--- src/rtl/elastic_pipe_pkg.sv ---
// Shared sizing helpers for elastic pipeline buffers and their users.
package pipe_pkg;

  // Bits needed to hold an occupancy of 0..depth.
  function automatic int unsigned cnt_w(input int unsigned depth);
    return $clog2(depth + 1);
  endfunction

  // Bits needed to address depth entries, never less than one.
  function automatic int unsigned ptr_w(input int unsigned depth);
    return (depth > 1) ? $clog2(depth) : 1;
  endfunction

endpackage

--- src/rtl/elastic_pipe_if.sv ---
// Producer/consumer handshake bundle for elastic_pipe; slave is the buffer's view.
interface elastic_pipe_if #(
  parameter int unsigned DATA_SIZE = 32,
  parameter int unsigned DEPTH     = 2
);
  import pipe_pkg::*;

  logic                      flush;
  logic [DATA_SIZE-1:0]      data_i;
  logic                      valid_i;
  logic                      ready_o;
  logic [DATA_SIZE-1:0]      data_o;
  logic                      valid_o;
  logic                      ready_i;
  logic [cnt_w(DEPTH)-1:0]   count_o;
  logic                      afull_o;

  modport master (
    output flush, data_i, valid_i, ready_i,
    input  ready_o, data_o, valid_o, count_o, afull_o
  );

  modport slave (
    input  flush, data_i, valid_i, ready_i,
    output ready_o, data_o, valid_o, count_o, afull_o
  );

endinterface

--- src/rtl/elastic_pipe_wrap_ctr.sv ---
// Modulo-MAX counter with explicit wrap, usable for non-power-of-2 ring pointers.
module wrap_ctr
  import pipe_pkg::*;
#(
  parameter int unsigned MAX = 2
) (
  input  logic                   clk,
  input  logic                   rst_n,
  input  logic                   clr,
  input  logic                   inc,
  output logic [ptr_w(MAX)-1:0]  value
);

  localparam int unsigned W = ptr_w(MAX);

  always_ff @(posedge clk or negedge rst_n) begin
    if (!rst_n) begin
      value <= '0;
    end else if (clr) begin
      value <= '0;
    end else if (inc) begin
      value <= (value == W'(MAX - 1)) ? '0 : value + W'(1);
    end
  end

endmodule

--- src/rtl/elastic_pipe.sv ---
// Valid/ready elastic buffer of DEPTH entries with flush, occupancy and almost-full.
// Outputs come only from registered state, except the optional ready pass-through when full.
module elastic_pipe
  import pipe_pkg::*;
#(
  parameter int unsigned DATA_SIZE    = 32,
  parameter int unsigned DEPTH        = 2,
  parameter bit          PASS_ON_FULL = 1'b0,
  parameter int unsigned AFULL_LVL    = DEPTH - 1
) (
  input logic           clk,
  input logic           rst_n,
  elastic_pipe_if.slave bus
);

  localparam int unsigned CW = cnt_w(DEPTH);

  if (DEPTH < 1 || AFULL_LVL < 1 || AFULL_LVL > DEPTH) begin : g_param_err
    $error("elastic_pipe: DEPTH must be >= 1 and AFULL_LVL within 1..DEPTH");
  end

  logic [CW-1:0]        count;
  logic [DATA_SIZE-1:0] head;
  logic                 full;
  logic                 push;
  logic                 pop;

  assign full        = (count == CW'(DEPTH));
  assign bus.ready_o = !full || (PASS_ON_FULL && bus.ready_i);
  assign bus.valid_o = (count != '0);
  assign bus.data_o  = bus.valid_o ? head : '0;
  assign bus.count_o = count;
  assign bus.afull_o = (count >= CW'(AFULL_LVL));

  assign push = bus.valid_i && bus.ready_o && !bus.flush;
  assign pop  = bus.valid_o && bus.ready_i && !bus.flush;

  // Occupancy tracks push/pop; a simultaneous pair leaves it unchanged.
  always_ff @(posedge clk or negedge rst_n) begin
    if (!rst_n) begin
      count <= '0;
    end else if (bus.flush) begin
      count <= '0;
    end else if (push && !pop) begin
      count <= count + CW'(1);
    end else if (pop && !push) begin
      count <= count - CW'(1);
    end
  end

  if (DEPTH == 1) begin : g_single
    // A single entry needs no pointers: it is always both head and tail.
    logic [DATA_SIZE-1:0] mem_q;

    always_ff @(posedge clk) begin
      if (push) begin
        mem_q <= bus.data_i;
      end
    end

    assign head = mem_q;
  end else begin : g_ring
    localparam int unsigned PW = ptr_w(DEPTH);

    logic [DATA_SIZE-1:0] mem [DEPTH];
    logic [PW-1:0]        wr_ptr;
    logic [PW-1:0]        rd_ptr;

    wrap_ctr #(.MAX(DEPTH)) u_wr_ptr (
      .clk   (clk),
      .rst_n (rst_n),
      .clr   (bus.flush),
      .inc   (push),
      .value (wr_ptr)
    );

    wrap_ctr #(.MAX(DEPTH)) u_rd_ptr (
      .clk   (clk),
      .rst_n (rst_n),
      .clr   (bus.flush),
      .inc   (pop),
      .value (rd_ptr)
    );

    // Storage is deliberately not reset; validity comes from count alone.
    always_ff @(posedge clk) begin
      if (push) begin
        mem[wr_ptr] <= bus.data_i;
      end
    end

    assign head = mem[rd_ptr];
  end

endmodule

--- src/flat_wrapper.sv ---
// flat-port wrapper written by rule: the top's interface ports become plain ports
module elastic_pipe_flat import pipe_pkg::*;
#(
  parameter int unsigned DATA_SIZE    = 32,
  parameter int unsigned DEPTH        = 2,
  parameter bit          PASS_ON_FULL = 1'b0,
  parameter int unsigned AFULL_LVL    = DEPTH - 1
)
  (clk, rst_n, bus_flush, bus_data_i, bus_valid_i, bus_ready_i, bus_ready_o, bus_data_o, bus_valid_o, bus_count_o, bus_afull_o);
  elastic_pipe_if #(.DATA_SIZE(DATA_SIZE), .DEPTH(DEPTH)) bus_i ();
  input logic clk;
  input logic rst_n;
  input wire logic [$bits(bus_i.flush)-1:0] bus_flush;
  input wire logic [$bits(bus_i.data_i)-1:0] bus_data_i;
  input wire logic [$bits(bus_i.valid_i)-1:0] bus_valid_i;
  input wire logic [$bits(bus_i.ready_i)-1:0] bus_ready_i;
  output wire logic [$bits(bus_i.ready_o)-1:0] bus_ready_o;
  output wire logic [$bits(bus_i.data_o)-1:0] bus_data_o;
  output wire logic [$bits(bus_i.valid_o)-1:0] bus_valid_o;
  output wire logic [$bits(bus_i.count_o)-1:0] bus_count_o;
  output wire logic [$bits(bus_i.afull_o)-1:0] bus_afull_o;
  assign bus_i.flush = bus_flush;
  assign bus_i.data_i = bus_data_i;
  assign bus_i.valid_i = bus_valid_i;
  assign bus_i.ready_i = bus_ready_i;
  assign bus_ready_o = bus_i.ready_o;
  assign bus_data_o = bus_i.data_o;
  assign bus_valid_o = bus_i.valid_o;
  assign bus_count_o = bus_i.count_o;
  assign bus_afull_o = bus_i.afull_o;
  elastic_pipe #(.DATA_SIZE(DATA_SIZE), .DEPTH(DEPTH), .PASS_ON_FULL(PASS_ON_FULL), .AFULL_LVL(AFULL_LVL)) u_core (.clk(clk), .rst_n(rst_n), .bus(bus_i));
endmodule
--- config.mk ---
export PLATFORM = sky130hd
export DESIGN_NAME = elastic_pipe_flat
export DESIGN_NICKNAME = d
export VERILOG_FILES = /design/src/rtl/elastic_pipe_pkg.sv /design/src/rtl/elastic_pipe_if.sv /design/src/rtl/elastic_pipe_wrap_ctr.sv /design/src/rtl/elastic_pipe.sv /design/src/flat_wrapper.sv
export SDC_FILE = /design/constraint.sdc
export NUM_CORES = 1
export LEC_CHECK = 0
export CORE_MARGIN = 2
export CORE_UTILIZATION = 43
export CTS_CLUSTER_SIZE = 40
export DETAILED_ROUTE_END_ITERATION = 10
export PLACE_DENSITY = 0.76
export SLEW_MARGIN = 20
export SYNTH_ARGS = -nofsm -noshare
export SYNTH_HDL_FRONTEND = slang
export SYNTH_SLANG_ARGS = --single-unit
--- constraint.sdc ---
create_clock -name clk -period 3.95 [get_ports clk]
set_input_delay 1.185 -clock clk [delete_from_list [all_inputs] [get_ports clk]]
set_output_delay 1.185 -clock clk [all_outputs]
set_load 0.005 [all_outputs]
Word-level counts from Yosys, hierarchy flattened
Memories as Yosys holds them, arrays and structs flattened.
Cells that the tools add are included.
{ "op_classes": {"magnitude_cmp": 1, "n_eq_ne": 1, "reduce_logical": 14, "mux": 12, "addsub": 4} }
{ "op_table": {"columns": ["cell", "n"], "rows": [
  ["2-to-1 mux 32 bit", 1],
  ["2-to-1 mux 1 bit", 8],
  ["logical AND 1 bit", 6],
  ["2-to-1 mux 2 bit", 3],
  ["nonzero test 2 bit", 3],
  ["zero test 1 bit", 4],
  ["nonzero test 3 bit", 1],
  ["adder 1 bit (second input constant)", 2],
  ["adder 2 x 1 -> 2 bit (second input constant)", 1],
  ["== test 2 bit (second input constant)", 1],
  ["greater-or-equal comparator 2 x 1 -> 1 bit (second input constant)", 1],
  ["subtractor 2 x 1 -> 2 bit (second input constant)", 1]
]} }
{ "word_totals": {"input_bits": 37, "ram_bits": 64, "n_memories": 1, "reg_bits": 4, "word_cells": 36, "output_inout_bits": 37} }
{ "mem_list": {"columns": ["name", "depth", "word_bits", "read_ports", "rd_ports_with_merged_regs", "write_ports", "line", "text"], "rows": [
  ["u_core.g_ring.mem", 2, 32, 1, 0, 1, "elastic_pipe.sv:65", "logic [DATA_SIZE-1:0] mem [DEPTH];"]
]} }

Longest topological paths before layout
{ "logic_depth": {"ltp_word": 9, "ltp_mapped": 6, "depth_no_buf": 5} }

Cells and area by module
From an unflattened synthesis, not the netlist that was laid out.
{ "unflattened": {"hier_cells": 165, "hier_area_um2": 2681.3} }
{ "modules_own_cells": {"columns": ["module", "n_inst", "area_each_um2", "cells_each", "seq_area_each_um2"], "rows": [
  ["elastic_pipe", 1, 2606.2, 159, 1971.9],
  ["wrap_ctr", 2, 37.5, 3, 25.0]
]} }

Worst setup path before layout
OpenSTA, ideal clock, no wires.
{ "synth_path": {"kind": "input to register", "startpoint": "in bus_valid_i", "endpoint": "mem u_core.g_ring.mem[1][0], enable pin", "setup_ns": 0.468, "t_arrival_ns": 3.671, "setup_slack_ns": -0.189, "path_stages": 2, "path_cell_list": "nand2b_1 nor3b_1"} }
{ "synth_between": {"elab_chain_cells": 4} }
{ "synth_lines": {"columns": ["element", "line", "text"], "rows": [
  ["from (decl)", "flat_wrapper.sv:15", "input wire logic [$bits(bus_i.valid_i)-1:0] bus_valid_i;"],
  ["logical AND 1 bit (2 in a row)", "elastic_pipe.sv:35", "assign push = bus.valid_i && bus.ready_o && !bus.flush;"],
  ["2-to-1 mux 1 bit", "elastic_pipe.sv:87", "if (push) begin"],
  ["2-to-1 mux 1 bit (not written as such)", "elastic_pipe.sv:88", "mem[wr_ptr] <= bus.data_i;"],
  ["to (decl)", "elastic_pipe.sv:65", null]
]} }
No other way between the ends.

Worst setup path in the final report
{ "layout_path": {"startpoint": "reg u_core.g_ring.u_rd_ptr.value", "endpoint": "out bus_data_o[1]"} }
{ "layout_between": {"elab_chain_cells": 2} }
{ "layout_lines": {"columns": ["element", "line", "text"], "rows": [
  ["from (decl)", "elastic_pipe_wrap_ctr.sv:11", "output logic [ptr_w(MAX)-1:0] value"],
  ["from (signal assigned)", "elastic_pipe_wrap_ctr.sv:22", "value <= (value == W'(MAX - 1)) ? '0 : value + W'(1);"],
  ["memory read (2 x 32 bit)", null, null],
  ["2-to-1 mux 32 bit", "elastic_pipe.sv:31", "assign bus.data_o = bus.valid_o ? head : '0;"],
  ["to (decl)", "flat_wrapper.sv:18", "output wire logic [$bits(bus_i.data_o)-1:0] bus_data_o;"]
]} }
No other way between the ends.

==> out/metrics.cfg <==
[logic_synthesis]
yosys_warnings=0
synthXorXnorAreaFrac=0.0148
muxShareOfSynthArea=0.124
yosys.area_share.simple=0.0677
synth_fa_ha_area_frac=0.0139
synth_top_family_by_area=multiplexers
ys.flop_type=edfxtp_1
synth_nets=203
avgSynthCellArea_um2=16.6
synth-seq-cells=68
postSynth.asyncResetShare=0.0588
synth_compound_area_frac=0.00741
syn_inst=163
synth_cell_types=20
netlist_area_um2=2700
synth_edf_count=64
synth-seq-area-share=0.749

[sta]
max-slew-margin-rel=0.707
finalCritPeriodShare=0.815
maxSlewViolCount=0
whs_ns=0.608
finalWorstSetupSlack_ns=0.732
rsz0062_at_grt=false
clock.fmax_mhz=311
fin_crit_ns=3.22
skew_ns=0.00745
worstMarginPinSlew_ns=0.440
hold_violations=0
finalSetupViolations=0
final.setup.tns_ns=0

[finish]
areaGrowthSynthToFinish_pct=38.9
n_antenna_cell=0
regArea_um2=2020
nFillCells=444
multi_input_area_um2=632
finalNetCount=284
drive_above_1_share=0.108

[route]
final_antenna_net_count=0
drtPass1Iterations=4
wire_per_inst_um=14.4
drtIter0Drc=75
routed_wl_mm=4.68
drc_errors=0
viasPerCell=4.79
vias=1553

[grt]
grt_max_degree=35
grt_pass1_wl_mm=7.65
grt.total_usage=0.143
antenna_found_initial=0
grt_pass1_vias=1660
overflow=0

[power]
leakagePower_nw=1.29
power_per_cell_area_nw_per_um2=662
peakVddDrop_v=0.000573

[clocking]
postCtsSetupRepairBufs=0
clock_sink_count=68
clk_latency_ns=0.33
cts_tree=built
cts_resized=0
cts.path.max_buffers=2
cts_max_level=3
cts.clk_slew.worst_paths_ns=0.07
cts_buffers=9
cts-root-buf=clkbuf_8
hold_buffers=0

[worst_setup_path]
cp_max_fo=16
path_class=reg -> out
critPathLaunchType=register
critPathArrivalTime_ns=2.03
endpoint_kind=primary output
required_ns=2.76

[floorplanning]
die_w_um=83.2
chipHeight_um=83.2
fp-row-count=28
die_area_um2=6930
ioPinCount=74
start_util=0.451
core_area_um2=5990

[worst_hold_path]
holdCritPathClass=reg -> reg

[job]
cap_viol_max_count=0

[place]
gp_congestion=0.717
place_hpwl_mm=3.02
dp_slack_ns=1.07
port_buffers=73

[outcome]
status=finished, final reports clean

## report_power, final
| group | leakage [nW] | internal (W) | switching, W |
|---|---|---|---|
| clock network | 0.101 | 0.000352 | 0.000246 |
| logic | 0.552 | 0.000556 | 0.000395 |
| registers | 0.637 | 0.000880 | 0.0000550 |
## worst max-delay path: stages (launching register included)
cell and delay (ns):
dfrtp_2 0.64, buf_4 0.31, mux2i_1 0.23, nor2_1 0.06, clkdlybuf4s50_1 0.46
## routing by layer
layer | up-vias | wire length, µm | GRT usage
met5 | - | 0 | 0
met4 | 0 | 62 | 0.0715
met3 | 6 | 268 | 0.0338
met2 | 52 | 2430 | 0.252
met1 | 739 | 1910 | 0.163
li1 | 756 | - | -
## cell families (layout without fill, tap and decap cells)
logic type      after synthesis  after routing
compound gates                2              2
xor+xnor                      3              3
fa+ha+maj                     3              3
buf+inv                      13             99
flops                        68             68
mux                          33             33
simple gates                 41             41
## synthesized netlist by cell type (2+ instances only)
master	n	share of area
edfxtp_1	64	0.71
nor2_1	35	0.049
mux2i_1	32	0.12
inv_1	5	0.0070
dfrtp_1	4	0.037
buf_4	3	0.0083
clkbuf_1	3	0.0042
ha_1	3	0.014
buf_2	2	0.0037
xnor2_1	2	0.0065
## sequential cells by signal, summed over array words and instances (netlist names)
register and cells:
u_core.g_ring.mem 64, u_core.bus.count_o 2, u_core.g_ring.u_rd_ptr.value 1, u_core.g_ring.u_wr_ptr.value 1
## worst paths after layout
check	start	endpoint	slack (ns)	depth (start not counted)
setup / recovery	u_core.g_ring.u_rd_ptr.value	bus_data_o[1]	0.73	4
hold / removal	u_core.g_ring.u_wr_ptr.value	u_core.g_ring.u_wr_ptr.value	0.61	2
setup reg to reg	u_core.bus.count_o[0]	u_core.g_ring.mem[1][8]	1.98	5
hold reg to reg	u_core.g_ring.u_wr_ptr.value	u_core.g_ring.u_wr_ptr.value	0.61	2
max in group asynchronous	rst_n	u_core.g_ring.u_rd_ptr.value	2.71	1
min in group asynchronous	rst_n	u_core.g_ring.u_wr_ptr.value	1.06	1
## cells in the final DEF (no fill, tap or decap), drive strengths merged, types with 2 or more instances in the layout
| cell | instances |
|---|---|
| a211oi | 2 |
| buf | 5 |
| bufinv | 2 |
| clkbuf | 9 |
| clkdlybuf4s50 | 73 |
| clkinv | 3 |
| clkinvlp | 2 |
| dfrtp | 4 |
| edfxtp | 64 |
| ha | 3 |
| inv | 5 |
| mux2i | 32 |
| nor2 | 35 |
| nor2b | 2 |
| xnor2 | 2 |
## metrics by stage
stage               cells  cell area [µm²]  power [W]   util
floorplan             163             2710    0.00141      -
global placement      308             3540    0.00190  0.590
detailed placement    308             3540    0.00191  0.590
CTS                   324             3750    0.00252  0.626
global route          324             3750    0.00262  0.626
finish                324             3750    0.00248  0.626
## layout make-up
| class | instances | share of cell area |
|---|---|---|
| well taps | 75 | 0.0250 |
| multi-input cells | 82 | 0.168 |
| repair buffers | 78 | 0.205 |
| inverters | 5 | 0.00500 |
| clock buffers | 9 | 0.0330 |
| clock inverters | 7 | 0.0243 |
| flip-flops and latches | 68 | 0.539 |
No activity file was read; power rests on OpenSTA's default activity.
